`config.mk`:
```
export PLATFORM = sky130hd
export DESIGN_NAME = uart_tx_arbiter
export DESIGN_NICKNAME = d
export VERILOG_FILES = /design/src/rtl/uart_tx_arbiter.sv
export SDC_FILE = /design/constraint.sdc
export NUM_CORES = 1
export LEC_CHECK = 0
export ABC_AREA = 1
export BUFFER_PORTS_ARGS = -buffer_cell sky130_fd_sc_hd__buf_2
export CORE_MARGIN = 5
export CORE_UTILIZATION = 35
export CTS_CLUSTER_DIAMETER = 80
export DETAILED_ROUTE_END_ITERATION = 7
export GPL_TIMING_DRIVEN = 0
export PLACE_DENSITY = 0.76
export RECOVER_POWER = 100
export SETUP_SLACK_MARGIN = 0.15
export SYNTH_ARGS = -nofsm -noshare
export SYNTH_HDL_FRONTEND = slang
export SYNTH_SLANG_ARGS = --single-unit
```
`constraint.sdc`:
```
create_clock -name clk -period 1.4 [get_ports clk]
set_input_delay 0.14 -clock clk [delete_from_list [all_inputs] [get_ports clk]]
set_output_delay 0.14 -clock clk [all_outputs]
set_load 0.005 [all_outputs]
```
`src/rtl/uart_tx_arbiter.sv`:
```
// Round-robin, packet-locked arbiter sharing one UART transmitter among NUM_REQ byte streams.
// Define UART_ARB_TAG_EN to precede every packet with one tag byte TAG_BASE+grant_id.
module uart_tx_arbiter #(
  parameter int         NUM_REQ  = 4,
  parameter logic [7:0] TAG_BASE = 8'h80,
  localparam int        ID_W     = (NUM_REQ > 1) ? $clog2(NUM_REQ) : 1
) (
  input  logic                 clk,
  input  logic                 reset,
  input  logic [NUM_REQ*8-1:0] req_data,
  input  logic [NUM_REQ-1:0]   req_valid,
  input  logic [NUM_REQ-1:0]   req_last,
  output logic [NUM_REQ-1:0]   req_ready,
  output logic [7:0]           tx_data,
  output logic                 tx_valid,
  input  logic                 tx_ready,
  output logic                 busy,
  output logic [ID_W-1:0]      grant_id
);

`ifdef UART_ARB_TAG_EN
  typedef enum logic [1:0] {IDLE, TAG, STREAM} state_t;
`else
  typedef enum logic [1:0] {IDLE, STREAM} state_t;
  // The tag base only matters when tags are compiled in.
  logic unused_tag_base;
  assign unused_tag_base = ^TAG_BASE;
`endif

  state_t          state, state_nxt;
  logic [ID_W-1:0] last_grant, last_grant_nxt, grant_nxt;
  logic [7:0]      req_byte [NUM_REQ];

  // First requester with valid set, searching upward from the one after the last grantee.
  function automatic logic [ID_W-1:0] rr_pick(input logic [NUM_REQ-1:0] vld,
                                               input logic [ID_W-1:0]    last);
    logic [ID_W-1:0] pick;
    logic            found;
    int              idx;
    pick  = last;
    found = 1'b0;
    for (int k = 1; k <= NUM_REQ; k++) begin
      idx = (int'(last) + k) % NUM_REQ;
      if (!found && vld[idx]) begin
        pick  = ID_W'(idx);
        found = 1'b1;
      end
    end
    return pick;
  endfunction

  always_comb begin
    for (int i = 0; i < NUM_REQ; i++) begin
      req_byte[i] = req_data[8*i +: 8];
    end
  end

  always_ff @(posedge clk or posedge reset) begin
    if (reset) begin
      state      <= IDLE;
      last_grant <= ID_W'(NUM_REQ - 1);
      grant_id   <= '0;
    end else begin
      state      <= state_nxt;
      last_grant <= last_grant_nxt;
      grant_id   <= grant_nxt;
    end
  end

  always_comb begin
    state_nxt      = state;
    grant_nxt      = grant_id;
    last_grant_nxt = last_grant;
    tx_valid       = 1'b0;
    tx_data        = '0;
    req_ready      = '0;
    case (state)
      IDLE: begin
        if (|req_valid) begin
          grant_nxt = rr_pick(req_valid, last_grant);
`ifdef UART_ARB_TAG_EN
          state_nxt = TAG;
`else
          state_nxt = STREAM;
`endif
        end
      end
`ifdef UART_ARB_TAG_EN
      TAG: begin
        tx_valid = 1'b1;
        tx_data  = TAG_BASE + 8'(grant_id);
        if (tx_ready) state_nxt = STREAM;
      end
`endif
      STREAM: begin
        // Pure pass-through; the grant is held across valid gaps until the last byte moves.
        tx_valid            = req_valid[grant_id];
        tx_data             = req_byte[grant_id];
        req_ready[grant_id] = tx_ready;
        if (req_valid[grant_id] && tx_ready && req_last[grant_id]) begin
          state_nxt      = IDLE;
          last_grant_nxt = grant_id;
        end
      end
      default: state_nxt = IDLE;
    endcase
  end

  assign busy = (state != IDLE);

endmodule

```
# [After elaboration in Yosys (flattened, before gate mapping)]
# Index checks and enable logic that the tools add are counted.
[totals] register_bits=6 in_bits=43 wordCells=82
[op_classes] addsub=4 n_lt_le_gt_ge=7 n_eq_ne=3 muxes=40 bitwise=6 reduce_logical=19
[ops] op="two-way mux 8 bit" n=3
[ops] op="two-way mux 1 bit" n=21
[ops] op="binary-select mux 8 bit (select 2 bit)" n=1
[ops] op="< comparator 3 x 4 -> 1 bit (second input constant)" n=4
[ops] op="binary-select mux 1 bit (select 2 bit)" n=6
[ops] op="two-way mux 2 bit" n=6
[ops] op="OR reduction 2 bit" n=4
[ops] op="logical AND 1 bit" n=6
[ops] op="AND reduction 2 bit" n=3
[ops] op="adder 2 x 1 -> 2 bit (second input constant)" n=2
[ops] op="adder 2 bit (second input constant)" n=2
[ops] op="AND 1 bit (first input constant)" n=4
[ops] op="AND 4 bit" n=1
[ops] op="two-way mux 4 bit" n=1
[ops] op="!= test 2 bit (second input constant)" n=2
[ops] op="one-hot mux 2 bit (2 select lines)" n=1
[ops] op="OR reduction 4 bit" n=1
[ops] op="greater-or-equal comparator 3 bit (second input constant)" n=1
[ops] op="logical NOT 1 bit" n=3
[ops] op="< comparator 2 x 3 -> 1 bit (second input constant)" n=1
[ops] op="inverter 2 -> 3 bit" n=1
[ops] op="demux 1 bit (select 2 bit)" n=1
[ops] op="equality test 2 x 1 -> 1 bit (second input constant)" n=1
[ops] op="greater-or-equal comparator 2 x 1 -> 1 bit (second input constant)" n=1
[ops] op="2 further kinds" n=2

# [Depth between registers and ports, before layout]
# Gate-level depths: netlist of run 1.
[depth] ltp_word=22 ltp_mapped=12

# [Least setup slack after synthesis of run 1]
# OpenSTA, ideal clock, no wires.
[synth_timing] path_kind="reg2reg" startpoint="register last_grant[0]" endpoint="register grant_id[1]" setup_time_ns=0.117 t_arrival_ns=1.281 t_required_ns=1.283 slack_ns=0.002 stages_incl_launch_ff=13 path_cell_list="dfstp_2 -> buf_6 -> inv_2 -> nand2_1 -> nand2_1 -> nand2_1 -> nand2_2 -> inv_1 -> nand3_1 -> nand3_1 -> nand2_1 -> nand2_1 -> nand2_1"
[synth_between] elab_chain_cells=20
[synth_lines] item="start, declared" line_no="31" text="logic [ID_W-1:0] last_grant, last_grant_nxt, grant_nxt;"
[synth_lines] item="start signal, assigned" line_no="61" text="last_grant <= ID_W'(NUM_REQ - 1);"
[synth_lines] item="start signal, assigned" line_no="65" text="last_grant <= last_grant_nxt;"
[synth_lines] item="adder 2 x 1 -> 2 bit" line_no="43" text="idx = (int'(last) + k) % NUM_REQ;"
[synth_lines] item="binary-select mux 1 bit (select 2 bit)" line_no="44" text="if (!found && vld[idx]) begin"
[synth_lines] item="two-way mux 1 bit (implied by the code) (2 in series)" line_no="44"
[synth_lines] item="two-way mux 1 bit" line_no="44"
[synth_lines] item="two-way mux 1 bit" line_no="79" text="if (|req_valid) begin"
[synth_lines] item="two-way mux 1 bit" line_no="77" text="case (state)"
[synth_lines] item="logical NOT 1 bit" line_no="44"
[synth_lines] item="logical AND 1 bit" line_no="44"
[synth_lines] item="[... 3 more ...]"
[synth_lines] item="logical NOT 1 bit" line_no="44"
[synth_lines] item="logical AND 1 bit" line_no="44"
[synth_lines] item="two-way mux 1 bit" line_no="44"
[synth_lines] item="two-way mux 1 bit" line_no="79"
[synth_lines] item="two-way mux 1 bit" line_no="77"
[synth_lines] item="logical NOT 1 bit" line_no="44"
[synth_lines] item="logical AND 1 bit" line_no="44"
[synth_lines] item="two-way mux 2 bit (*)" line_no="44"
[synth_lines] item="end signal, assigned" line_no="66" text="grant_id <= grant_nxt;"
[synth_lines] item="end, declared" line_no="18" text="output logic [ID_W-1:0] grant_id"
# Every way passes the cells marked *; elsewhere a longest branch is shown, timed or not. The select of a mux whose other input is x is not followed.
# A chain may end at the register's enable or synchronous reset.

# [Worst setup path after layout of run 1]
[layout_timing] startpoint="register grant_id[0]" endpoint="output tx_valid"
[layout_between] elab_chain_cells=3
[layout_lines] item="binary-select mux 1 bit (select 2 bit)" line_no="97" text="tx_valid = req_valid[grant_id];"
[layout_lines] item="two-way mux 1 bit (implied by the code)" line_no="97"
[layout_lines] item="two-way mux 1 bit" line_no="77"
[layout_lines] item="end, declared" line_no="15" text="output logic tx_valid,"
# No other way between the ends. The select of a mux whose other input is x is not followed.

==> impl_summary.log, run 1 <==
INFO  metric timing.critical_path.max_delay_family = flip-flops
INFO  metric start_util = 0.368
INFO  metric cts.sink_count = 5
INFO  metric power.leakage = 0.703 nW
INFO  metric drt_first_iter_violations = 34
INFO  metric finalWorstPathRequiredPeriod = 1.64 ns
INFO  metric drc = 0
INFO  metric area.growth.synth_to_final = 82.5%
INFO  metric cts_clk_pin_slew_worst_paths = 0.05 ns
INFO  metric timing.hold.worst.class = in -> reg
INFO  metric timing_worst_setup_path_type = reg -> out
INFO  metric p_per_area = 2080 nW/µm²
INFO  metric avgSynthCellArea = between 5 and 6 µm²
INFO  metric worstSetupStartpointType = flip-flop
INFO  metric final_core_utilization = 0.672
INFO  metric ys.flop_type = sky130_fd_sc_hd__dfrtp_1
INFO  metric critical_path.endpoint_type = output port
INFO  metric worst-endpoint-arrival = 1.50 ns
INFO  metric dp_wirelength = 2110 µm
INFO  metric cp.required = 1.26 ns
INFO  metric diodes = 0
INFO  metric wirelength_met1 = about 1200 µm
INFO  metric numPortBuffers = 58
INFO  metric final_min_period_over_clock_period = 1.17
INFO  metric worstPathBufferInverterCount = 3
INFO  metric cp_cell_sequence = inv_4, nor2_4, a22o_1, or2_4, inv_2, nor2_1, buf_2
INFO  metric die-width = about 56 µm
INFO  metric pin_count = 59
INFO  metric outcome = complete, but fails checks
INFO  metric routed_wl = around 3000 µm
INFO  metric num_rows = 16
INFO  metric yosys.area.top_type = sky130_fd_sc_hd__nand2_1
INFO  metric synth_top_cells_by_area = sky130_fd_sc_hd__nand2_1 27%, sky130_fd_sc_hd__nand3_1 11%, sky130_fd_sc_hd__dfrtp_1 10%
INFO  metric die_y = about 56 µm
INFO  metric register_area = 129 µm²
INFO  metric postRouteAntennaNets = 0
INFO  metric setup_slack_on_the_worst_flop_to_flop_path = -0.10 ns
INFO  metric cts-root-to-sink-buffers = 2
INFO  metric first_pass_grt_wire_length = ~5000 µm
INFO  metric grt_setup_unrepaired = true
INFO  metric cts.htree.levels = 1
INFO  metric global_route.overflow_total = 0
INFO  metric detailroute.via_count = 1,212
INFO  metric track_usage = 0.188
INFO  metric multiInputGateArea = 623 µm²
INFO  metric met2_length = about 1500 µm
INFO  metric syn-cell-area = 729 µm²
INFO  metric cts_made_buffers = 3
INFO  metric grt_max_degree = 11
INFO  metric ys_seq_area_frac = 0.175
INFO  metric clock_latency = 0.24 ns
INFO  metric initial_antenna_violation_count = 0
INFO  metric globalplace.congestion = 0.832
INFO  metric syn_inst = 128
INFO  metric design.die.area = 3100 µm²
INFO  metric synth_enable_flop_cells = 0
INFO  metric report.final.slew_viol_count = 0
INFO  metric postSynthNetCount = 171
INFO  metric failed_checks = negative setup slack
INFO  metric timing.slew.headroom = 0.726
INFO  metric core_region_area = between 1500 and 2000 µm²
INFO  metric yosysWarnings = 0
INFO  metric cap_violations = 0
INFO  metric cts_tree = done
INFO  metric ir_drop = 1.05 mV
INFO  metric synth_top_area_frac = 0.273
INFO  metric wire_per_inst = 12.8 µm
INFO  metric setup_viol_count_final = 14
INFO  metric cp_max_fo = 6
INFO  metric timing.final.hold_violations = 0
INFO  metric first_pass_iters = 4
INFO  metric met3WireLength = 254 µm
INFO  metric cts_root_buf = sky130_fd_sc_hd__clkbuf_4
INFO  metric fmax = 611 MHz
INFO  metric yosys-top-cells-count = 53 x sky130_fd_sc_hd__nand2_1, 16 x sky130_fd_sc_hd__nand3_1, 8 x sky130_fd_sc_hd__a22oi_1, 8 x sky130_fd_sc_hd__a31oi_1, 8 x sky130_fd_sc_hd__inv_1
INFO  metric final_critical_path_setup_slack = -0.237 ns
INFO  metric drt-vias-per-instance = 5.20
INFO  metric fin_worst_hold_slack = 0.251 ns
INFO  metric timing_worst_slew_pin_value = about 0.4 ns
INFO  metric async_flop_share = 1.00
INFO  metric fillerInstances = roughly 160
INFO  metric dr.max_layer_used = met4
INFO  metric synth.ff_latch_count = 5
INFO  metric crit_slowest_cell = sky130_fd_sc_hd__dfrtp_2
INFO  metric first_global_vias = 1,208
INFO  metric post-synth-top-count-cell = sky130_fd_sc_hd__nand2_1
INFO  metric final_layout_size_suffix_gt1_frac = 0.549
INFO  metric layout.nets = 250
INFO  metric layout_skew = 0.00147 ns
INFO  metric synth.distinct_cells = 24
INFO  metric slowest_cell_delay_on_critical_path = 0.47 ns
==> stage by stage <==
step	TNS (ns)	cells	power, mW	instance area (µm²)	worst slack [ns]
3_3_place_gp	-0.600	213	1.91	1060	-0.137
6_report	-1.73	233	2.78	1330	-0.237
2_1_floorplan	0	128	1.42	738	0.0228
4_1_cts	-1.49	232	2.61	1280	-0.235
3_5_place_dp	-0.998	213	1.94	1060	-0.161
5_1_grt	-3.23	233	3.02	1330	-0.296
==> cell usage in the layout (no fill, tap or decap), types with 2 or more instances in the layout <==
cell type and n:
sky130_fd_sc_hd__nor2_4 2, sky130_fd_sc_hd__nand3_2 4, sky130_fd_sc_hd__inv_1 5, sky130_fd_sc_hd__inv_2 2, sky130_fd_sc_hd__nand4_1 3, sky130_fd_sc_hd__a22oi_1 5, sky130_fd_sc_hd__nand2_1 44, sky130_fd_sc_hd__dfrtp_1 2
sky130_fd_sc_hd__nand2_2 9, sky130_fd_sc_hd__nor2_1 4, sky130_fd_sc_hd__nand2_4 2, sky130_fd_sc_hd__a22oi_2 3, sky130_fd_sc_hd__nand3_1 12, sky130_fd_sc_hd__buf_6 4, sky130_fd_sc_hd__inv_4 2, sky130_fd_sc_hd__buf_2 59
sky130_fd_sc_hd__a21oi_1 3, sky130_fd_sc_hd__clkbuf_8 2, sky130_fd_sc_hd__clkbuf_4 3, sky130_fd_sc_hd__a31oi_1 8, sky130_fd_sc_hd__buf_4 12, sky130_fd_sc_hd__dfstp_2 2
==> flip-flops by register name, summed over array words and instances, names as in the netlist <==
signal      count
grant_id        2
last_grant      2
state           1
==> worst reg2reg max path: cells and delay by family (launching register included) <==
kind	cells	cell delay [ns]
compound gates	1	0.13
buf+inv	2	0.18
simple gates	8	0.60
flops	1	0.53
==> cell families (layout without fill, tap and decap cells) <==
logic type | count (synthesis) | after routing | synth area share
xor gates and xnor gates | 1 | 1 | 0.0120
and+or+nand+nor | 85 | 85 | 0.518
AOI/OAI and AO/OA | 22 | 22 | 0.197
DFF | 5 | 5 | 0.175
buffers and inverters | 15 | 93 | 0.0978
==> final cells by class <==
cell class                 instances  area share
multi-input combinational        108       0.468
timing repair buffer              74       0.314
sequential                         5      0.0968
inverter                          11      0.0385
buffer                             4      0.0376
tap                               27      0.0254
clock buffer                       4      0.0197
==> worst paths after layout <==
| path | from | endpoint | cells after the start |
|---|---|---|---|
| max | grant_id[0] | tx_valid | 7 |
| min | req_valid[2] | state[0] | 5 |
| max reg2reg | last_grant[0] | grant_id[1] | 11 |
| min reg2reg | last_grant[1] | last_grant[1] | 2 |
| max in group asynchronous | reset | last_grant[0] | 3 |
| min in group asynchronous | reset | state[0] | 3 |
==> routing by layer <==
layer / vias up / global-route usage
li1: 594 / -
met1: 550 / 0.200
met2: 62 / 0.351
met3: 6 / 0.0464
met4: 0 / 0.0729
met5: - / 0
==> where the power goes <==
group          internal [mW]  switching, mW  total (mW)
logic                   1.07           1.23        2.30
clock network          0.108         0.0638       0.172
registers              0.226         0.0797       0.306
==> repair_timing <==
action | in CTS | in global routing
cloned | 1 | 0
gates resized for setup | 26 | 10
buffers inserted | 13 | 1
endpoints found under the setup margin | 17 | 18
hold endpoints to repair | 3 | 0
hold buffers | 1 | 0
pin swaps | 10 | 7
Power figures use the tool's default switching activity.
==> inputs of run 2 (changes only) <==
--- a/config.mk
+++ b/config.mk
@@ -18,3 +18,4 @@
 export SYNTH_ARGS = -nofsm -noshare
 export SYNTH_HDL_FRONTEND = slang
 export SYNTH_SLANG_ARGS = --single-unit
+export TNS_END_PERCENT = 20
==> impl_summary.log, run 2 (synthesis results as in run 1) <==
INFO  metric outcome = complete, but fails checks
INFO  metric failed_checks = negative setup slack
INFO  metric globalplace.congestion = about 0.82
INFO  metric drt-vias-per-instance = 5.00
INFO  metric worst-endpoint-arrival = 1.51 ns
INFO  metric cts_root_buf = sky130_fd_sc_hd__clkbuf_4
INFO  metric setup_slack_on_the_worst_flop_to_flop_path = -0.11 ns
INFO  metric initial_antenna_violation_count = 0
INFO  metric num_rows = 16
INFO  metric diodes = 0
INFO  metric timing_worst_slew_pin_value = 0.392 ns
INFO  metric cp_num_cells = 7
INFO  metric timing.hold.worst.class = in -> reg
INFO  metric power.leakage = slightly below 0.7 nW
INFO  metric clock_latency = around 0.26 ns
INFO  metric cp_cell_sequence = inv_4, nor2_4, a22o_1, or2_4, inv_2, nor2_1, buf_2
INFO  metric cts_clk_pin_slew_worst_paths = 0.05 ns
INFO  metric timing_worst_setup_path_type = reg -> out
INFO  metric setup_viol_count_final = 17
INFO  metric finalInstanceArea = around 1300 µm²
INFO  metric worst-r2r-cell-count = 12
INFO  metric cp.required = 1.26 ns
INFO  metric cts_made_buffers = 3
INFO  metric timing.critical_path.max_delay_family = flip-flops
INFO  metric ir_drop = ~1.1 mV
INFO  metric layout_skew = 0.00804 ns
INFO  metric finalWorstPathRequiredPeriod = 1.65 ns
INFO  metric drt_first_iter_violations = 20
INFO  metric die_y = 55.7 µm
INFO  metric detailroute.via_count = ~1.1k
INFO  metric worstSetupStartpointType = flip-flop
INFO  metric numPortBuffers = 58
INFO  metric top_regs = grant_id (2), last_grant (2), state (1)
INFO  metric critical_path.endpoint_type = output port
INFO  metric grt_setup_unrepaired = true
INFO  metric cts_tree = done
INFO  metric r2r_start = last_grant[0]
INFO  metric p_per_area = 2060 nW/µm²
INFO  metric dp_wirelength = 2140 µm
INFO  metric fillerInstances = 186
INFO  metric pin_count = 59
INFO  metric worstPathBufferInverterCount = 3
INFO  metric layout.nets = ~250
INFO  metric die-width = between 50 and 60 µm
INFO  metric cap_violations = 0
INFO  metric layout_common_cells = 58 x sky130_fd_sc_hd__buf_2, 50 x sky130_fd_sc_hd__nand2_1, 14 x sky130_fd_sc_hd__nand3_1, 8 x sky130_fd_sc_hd__a31oi_1
INFO  metric dpl_cell_area = 1060 µm²
INFO  metric final_layout_size_suffix_gt1_frac = 0.488
INFO  metric core_region_area = around 2000 µm²
INFO  metric drc = 0
INFO  metric cts.sink_count = 5
INFO  metric cts-root-to-sink-buffers = 2
INFO  metric timing.slew.headroom = 0.736
INFO  metric grt_max_degree = 11
INFO  metric track_usage = 0.182
INFO  metric first_pass_grt_wire_length = 4630 µm
INFO  metric slowest_cell_delay_on_critical_path = 0.48 ns
INFO  metric cts.htree.levels = 1
INFO  metric crit_end = tx_valid
INFO  metric area.growth.synth_to_final = 73.8%
INFO  metric fmax = 606 MHz
INFO  metric pre_cts_ws = -0.193 ns
INFO  metric layout.cells.most_common = sky130_fd_sc_hd__buf_2
INFO  metric cp_max_fo = 5
INFO  metric final_min_period_over_clock_period = 1.18
INFO  metric postRouteAntennaNets = 0
INFO  metric worst_r2r_endpoint = grant_id[1]
INFO  metric cp-startpoint = grant_id[0]
INFO  metric first_pass_iters = 4
INFO  metric timing.final.hold_violations = 0
INFO  metric global_route.overflow_total = 0
INFO  metric routed_wl = between 2000 and 3000 µm
INFO  metric start_util = 0.368
INFO  metric final_critical_path_setup_slack = -0.249 ns
INFO  metric wire_per_inst = 12.3 µm
INFO  metric report.final.slew_viol_count = 0
INFO  metric design.die.area = 3100 µm²
INFO  metric crit_slowest_cell = sky130_fd_sc_hd__dfrtp_2
INFO  metric first_global_vias = 1,114
run 2: worst register-to-register path: cells and delay by family, from the launching register on:
family        cells  cell delay [ns]
flops             1             0.52
simple gates      9             0.61
buf+inv           3             0.27
run 2: per-layer routing:
metal,vias up,global-route usage,share of wire
li1,584,-,-
met1,506,0.193,0.40
met2,45,0.331,0.50
met3,4,0.0510,0.087
met4,0,0.0799,0.013
met5,-,0,0
run 2: through the flow:
stage	util	hold slack (ns)	total power, mW	TNS (ns)	cells
after floorplan	-	-0.0829	1.42	0	128
after global placement	0.535	0.0340	1.90	-1.80	213
after detailed placement	0.535	0.0442	1.94	-1.87	213
after CTS	0.626	0.231	2.54	-1.82	227
after global routing	0.640	0.258	2.87	-3.29	228
final	0.640	0.231	2.61	-1.94	228
run 2: cell type report:
class                           instances  area (µm²)  share of cell area
Tap cell                               27        33.8              0.0267
Inverter                               11        48.8              0.0385
Multi-Input combinational cell        108         584               0.461
Sequential cell                         5         129               0.102
Buffer                                  4        50.0              0.0395
Clock buffer                            4        26.3              0.0207
Timing Repair Buffer                   69         395               0.312
run 2: worst min path at each step:
stage               slack (ns)           to    startpoint  cells after the start
floorplan                -0.08  grant_id[0]         reset                      1
global placement          0.03  grant_id[1]         reset                      2
detailed placement        0.04  grant_id[0]         reset                      2
CTS                       0.23     state[0]  req_valid[3]                      5
global route              0.26     state[0]  req_valid[3]                      5
finish                    0.23     state[0]  req_valid[3]                      5
run 2: what timing repair did:
item,in CTS,in global routing
hold buffers,1,0
endpoints found under the hold margin,5,0
pin swaps,6,3
gates resized for setup,19,6
setup buffers,9,1
setup endpoints to repair,17,18
run 2: report_power, final:
part	internal (mW)	switching, mW
clock	0.109	0.0773
sequential	0.226	0.0904
combinational	0.993	1.12
total	1.33	1.28
